==> config.mk <==
export PLATFORM = sky130hd
export DESIGN_NAME = div_top
export DESIGN_NICKNAME = d
export VERILOG_FILES = /design/src/rtl/div_pkg.sv /design/src/rtl/div_neg_abs.sv /design/src/rtl/div_top.sv
export SDC_FILE = /design/constraint.sdc
export NUM_CORES = 1
export LEC_CHECK = 0
export BUFFER_PORTS_ARGS = -buffer_cell sky130_fd_sc_hd__buf_2
export CAP_MARGIN = 20
export CORE_ASPECT_RATIO = 0.5
export CORE_UTILIZATION = 45
export DETAILED_ROUTE_END_ITERATION = 12
export PLACE_DENSITY = 0.62
export SYNTH_ARGS = -nofsm -noshare
export SYNTH_HDL_FRONTEND = slang
export SYNTH_HIERARCHICAL = 1
export SYNTH_SLANG_ARGS = --single-unit
==> constraint.sdc <==
create_clock -name clk -period 6.15 [get_ports clk]
set_clock_uncertainty 0.1 [all_clocks]
set_input_delay 0.3075 -clock clk [delete_from_list [all_inputs] [get_ports clk]]
set_output_delay 0.3075 -clock clk [all_outputs]
set_load 0.05 [all_outputs]
==> src/rtl/div_pkg.sv <==
// Shared types and constants for the sequential signed divider.
package div_pkg;

    typedef enum logic [1:0] {
        IDLE,
        CALC,
        FIX,
        DONE
    } state_e;

    localparam int unsigned DIV_WIDTH = 6;

    // Iteration counter width: one restoring step per dividend bit.
    function automatic int unsigned cnt_bits(input int unsigned w);
        return $clog2(2 * w);
    endfunction

endpackage

==> src/rtl/div_neg_abs.sv <==
// Two's-complement magnitude / conditional negate, one extra bit wide so the
// most-negative input maps to an exact positive magnitude.
module neg_abs
    import div_pkg::*;
#(
    parameter int unsigned width = DIV_WIDTH
) (
    input  logic [width-1:0] value,
    input  logic             is_signed,
    input  logic             neg_en,
    output logic [width:0]   result,
    output logic             sign
);

    logic [width:0] ext;
    logic           do_neg;

    // Signed mode returns |value|; unsigned mode negates on neg_en.
    always_comb begin
        sign   = is_signed & value[width-1];
        ext    = {sign, value};
        do_neg = is_signed ? sign : neg_en;
        result = do_neg ? (~ext + 1'b1) : ext;
    end

endmodule

==> src/rtl/div_top.sv <==
// Sequential signed restoring divider: 2*width-bit dividend by width-bit
// divisor, one quotient bit per clock, start/busy/done handshake.
module div_top
    import div_pkg::*;
#(
    parameter int unsigned width = DIV_WIDTH
) (
    input  logic                 clk,
    input  logic                 rst,
    input  logic                 start,
    input  logic [2*width-1:0]   dividend,
    input  logic [width-1:0]     divisor,
    output logic                 busy,
    output logic                 done,
    output logic [2*width-1:0]   quotient,
    output logic [width-1:0]     remainder,
    output logic                 overflow,
    output logic                 div_by_zero
);

    localparam int unsigned W2 = 2 * width;
    localparam int unsigned CW = cnt_bits(width);
    localparam logic [CW-1:0] LAST_STEP = CW'(W2 - 1);

    state_e            state_q, state_d;
    logic [CW-1:0]     cnt_q, cnt_d;
    logic [W2-1:0]     acc_q, acc_d;
    logic [width:0]    rem_q, rem_d;
    logic [width:0]    dvs_q, dvs_d;
    logic              dvd_neg_q, dvd_neg_d;
    logic              quo_neg_q, quo_neg_d;
    logic              busy_q, busy_d;
    logic              done_q, done_d;
    logic [W2-1:0]     quotient_q, quotient_d;
    logic [width-1:0]  remainder_q, remainder_d;
    logic              overflow_q, overflow_d;
    logic              dbz_q, dbz_d;

    logic [W2:0]       dvd_mag;
    logic              dvd_sign;
    logic [width:0]    dvs_mag;
    logic              dvs_sign;
    logic [W2:0]       quo_fix;
    logic              quo_fix_sign;
    logic [width+1:0]  rem_fix;
    logic              rem_fix_sign;
    logic [width:0]    rem_shift;
    logic [width+1:0]  trial;
    logic              unused_ok;

    neg_abs #(.width(W2)) u_abs_dividend (
        .value     (dividend),
        .is_signed (1'b1),
        .neg_en    (1'b0),
        .result    (dvd_mag),
        .sign      (dvd_sign)
    );

    neg_abs #(.width(width)) u_abs_divisor (
        .value     (divisor),
        .is_signed (1'b1),
        .neg_en    (1'b0),
        .result    (dvs_mag),
        .sign      (dvs_sign)
    );

    neg_abs #(.width(W2)) u_fix_quotient (
        .value     (acc_q),
        .is_signed (1'b0),
        .neg_en    (quo_neg_q),
        .result    (quo_fix),
        .sign      (quo_fix_sign)
    );

    neg_abs #(.width(width + 1)) u_fix_remainder (
        .value     (rem_q),
        .is_signed (1'b0),
        .neg_en    (dvd_neg_q),
        .result    (rem_fix),
        .sign      (rem_fix_sign)
    );

    // |remainder| < |divisor|, so the top bits of the fixed remainder are redundant.
    assign unused_ok = ^{quo_fix_sign, rem_fix_sign, rem_fix[width+1:width]};

    always_comb begin
        // NOTE: every _d gets a default first so no path infers a latch.
        state_d     = state_q;
        cnt_d       = cnt_q;
        acc_d       = acc_q;
        rem_d       = rem_q;
        dvs_d       = dvs_q;
        dvd_neg_d   = dvd_neg_q;
        quo_neg_d   = quo_neg_q;
        busy_d      = 1'b0;
        done_d      = 1'b0;
        quotient_d  = quotient_q;
        remainder_d = remainder_q;
        overflow_d  = overflow_q;
        dbz_d       = dbz_q;

        // acc_q shifts dividend bits out the top and quotient bits in the bottom.
        rem_shift = {rem_q[width-1:0], acc_q[W2-1]};
        trial     = {1'b0, rem_shift} - {1'b0, dvs_q};

        case (state_q)
            IDLE, DONE: begin
                state_d = IDLE;
                if (start) begin
                    overflow_d = 1'b0;
                    dbz_d      = 1'b0;
                    if (divisor == '0) begin
                        state_d     = DONE;
                        done_d      = 1'b1;
                        dbz_d       = 1'b1;
                        quotient_d  = '0;
                        remainder_d = '0;
                    end else begin
                        state_d   = CALC;
                        busy_d    = 1'b1;
                        cnt_d     = '0;
                        acc_d     = dvd_mag[W2-1:0];
                        rem_d     = {{width{1'b0}}, dvd_mag[W2]};
                        dvs_d     = dvs_mag;
                        dvd_neg_d = dvd_sign;
                        quo_neg_d = dvd_sign ^ dvs_sign;
                    end
                end
            end
            CALC: begin
                busy_d = 1'b1;
                cnt_d  = cnt_q + 1'b1;
                if (!trial[width+1]) begin
                    rem_d = trial[width:0];
                    acc_d = {acc_q[W2-2:0], 1'b1};
                end else begin
                    rem_d = rem_shift;
                    acc_d = {acc_q[W2-2:0], 1'b0};
                end
                if (cnt_q == LAST_STEP) begin
                    state_d = FIX;
                end
            end
            FIX: begin
                state_d     = DONE;
                done_d      = 1'b1;
                quotient_d  = quo_fix[W2-1:0];
                remainder_d = rem_fix[width-1:0];
                // Only -2^(W2-1) / -1 yields a positive magnitude that needs W2+1 bits.
                overflow_d  = quo_fix[W2] ^ quo_fix[W2-1];
            end
            default: begin
                state_d = IDLE;
            end
        endcase
    end

    // NOTE: non-blocking assignments so every flop samples pre-edge values.
    always_ff @(posedge clk) begin
        if (rst) begin
            state_q     <= IDLE;
            cnt_q       <= '0;
            acc_q       <= '0;
            rem_q       <= '0;
            dvs_q       <= '0;
            dvd_neg_q   <= 1'b0;
            quo_neg_q   <= 1'b0;
            busy_q      <= 1'b0;
            done_q      <= 1'b0;
            quotient_q  <= '0;
            remainder_q <= '0;
            overflow_q  <= 1'b0;
            dbz_q       <= 1'b0;
        end else begin
            state_q     <= state_d;
            cnt_q       <= cnt_d;
            acc_q       <= acc_d;
            rem_q       <= rem_d;
            dvs_q       <= dvs_d;
            dvd_neg_q   <= dvd_neg_d;
            quo_neg_q   <= quo_neg_d;
            busy_q      <= busy_d;
            done_q      <= done_d;
            quotient_q  <= quotient_d;
            remainder_q <= remainder_d;
            overflow_q  <= overflow_d;
            dbz_q       <= dbz_d;
        end
    end

    assign busy        = busy_q;
    assign done        = done_q;
    assign quotient    = quotient_q;
    assign remainder   = remainder_q;
    assign overflow    = overflow_q;
    assign div_by_zero = dbz_q;

endmodule

==> metrics.txt <==
max-cap viol count 0; combinational share of power 0.495; CTS buffer count 5; ant diodes 0; P_sw 703 µW; Via density around 5.3; Post-CTS Setup Repair Bufs 0; GRT Residual Overflow 0; Power Dens Cells ~400 nW/µm²; Critical Path Slowest Stage Cell a21oi_2; Nets 519; Leak Pwr 0.00163 µW; Worst VDD drop 0.183 mV; IO Pins 43; Clk pwr share 0.177; Die ar. between 8000 and 9000 µm²; Clock H-tree levels 2; Tot GR Track Use 0.204; Max clock buf depth 2; Syn. warnings 6; status completed; DP HPWL between 5000 and 6000 µm; Layout area overhead 11.4%; WL final 7840 µm; Max Fclk 356 MHz; Mapped Cells 444; met2 wire len about 3300 µm; type of origin of the critical path flip-flop; DR top layer met4; Placeable Area 7510 µm²; internal power a little over 900 µW; WP buf/inv 1; CP Cell Sequence inv_1 -> ha_1 -> nand2_1 -> a21oi_2 -> or2_1 -> nor2_1 -> a211oi_1; Routed met3 length 264 µm; Crit Reg-Reg Startpoint state_q[0]; Hold Startpoint start; share of layout cells above drive strength 1 0.143; fin crit period 2810 ps; Clock Sinks 56; clock slew at reported path FFs 70 ps; Tcrit/Tclk final 0.457; total power 1630 µW; Setup TNS 0 ps; worst-path fanout max 24; Fin. Hold Viols 0; Synth Cell Area 3590 µm²; clk_lat worst skew 290 ps; kind of critical path flip-flop to flip-flop; chip width 128 µm; critical path endpoint category flip-flop; Net Sw Frac 0.430; Slew HR 0.338; post-CTS resize count 0; post-route ant nets 0; M1 wire length 4230 µm; Flop pwr share 0.328; hold bufs inserted after CTS 0; initial antenna violation count 0; slowest stage delay, CP 700 ps; CTS tree yes; Row Count 22; Mapped Avg Cell Area just over 8 µm²; initial drt markers 152; Hold Crit Class primary input to flip-flop; Final GP Congestion 0.826; vias in the first global route 2745; delay-heaviest family, CP compound AO/OA/AOI/OAI gates; Vert. Die Dim 65.2 µm; largest net degree at the start of global routing 55; Vias between 3000 and 4000; first-pass GRT wire length 13400 µm; Clk Tree Root Cell clkbuf_16; WP data required 6250 ps; CP arrival 2910 ps; RSZ-0062 raised after global routing false; crit path launch state_q[0]; Final Max Slew Viols 0; worst slew pin tran a little under 1000 ps; WL per Instance 13.2 µm; # setup viols final 0; port bufs 42; # DRC 0; TritonRoute pass-1 iters 4; initial core utilization 0.478
final timing paths:
| path | cells past startpoint | endpoint | slack (ps) |
|---|---|---|---|
| worst max-delay path | 7 | acc_q[3] | 3340 |
| worst min-delay path | 3 | state_q[1] | 240 |
| worst max register to register | 7 | acc_q[3] | 3340 |
| worst min register to register | 2 | quotient[5] | 350 |
per-layer routing:
layer  global-route usage  vias to the layer above
li1                     -                     1633
met1                0.291                     1429
met2                0.317                       46
met3               0.0391                        7
met4               0.0441                        0
met5                    0                        -
worst register-to-register path, cell delays in order, from the launching register on:
cell      delay (ps)
dfxtp_1          350
inv_1             50
ha_1             360
nand2_1          140
a21oi_2          700
or2_1            690
nor2_1            80
a211oi_1         230
per-stage QoR:
step           utilization  hold WS (ps)  setup WS (ps)  instance area (µm²)  cells
2_1_floorplan            -           343           3980                 3650    458
3_3_place_gp         0.513           338           3430                 3860    584
3_5_place_dp         0.513           341           3330                 3860    584
4_1_cts              0.533           230           3310                 4000    592
5_1_grt              0.533           271           3040                 4000    592
6_report             0.533           240           3340                 4000    592
flip-flops by register name, indices dropped and copies added (netlist names), 2 cells and up:
name	cells
acc_q	12
cnt_q	4
dvs_q	7
quotient	12
rem_q	7
remainder	6
state_q	2
power groups by stage:
stage                     sequential (µW)  clock, µW  combinational (µW)
final                                 536        290                 809
after global routing                  551        317                 902
after CTS                             538        302                 808
after detailed placement              546          0                 801
after global placement                545          0                 790
after floorplan                       543          0                 673
final cells by class:
| class | instances | area [µm²] |
|---|---|---|
| Clock buffer | 8 | 146 |
| Tap cell | 108 | 135 |
| Inverter | 25 | 93.8 |
| Timing Repair Buffer | 42 | 210 |
| Sequential cell | 56 | 1120 |
| Multi-Input combinational cell | 353 | 2300 |
| Fill cell | 745 | 3510 |
layout by cell type (no fill, tap or decap), types with 4 or more instances in the layout:
| cell type | count |
|---|---|
| mux2_2 | 4 |
| nand2_1 | 37 |
| nand2b_1 | 4 |
| inv_1 | 25 |
| conb_1 | 16 |
| nand3_1 | 21 |
| o21ai_0 | 10 |
| mux2i_1 | 20 |
| nor2_1 | 60 |
| nor3_1 | 14 |
| a211oi_1 | 14 |
| buf_2 | 42 |
| dfxtp_1 | 56 |
| ha_1 | 14 |
| a31oi_1 | 6 |
| clkbuf_16 | 5 |
| xnor2_1 | 10 |
| xor2_1 | 20 |
| a311oi_1 | 4 |
| a21oi_1 | 38 |
Note: power is estimated with default switching activity, not from simulation.
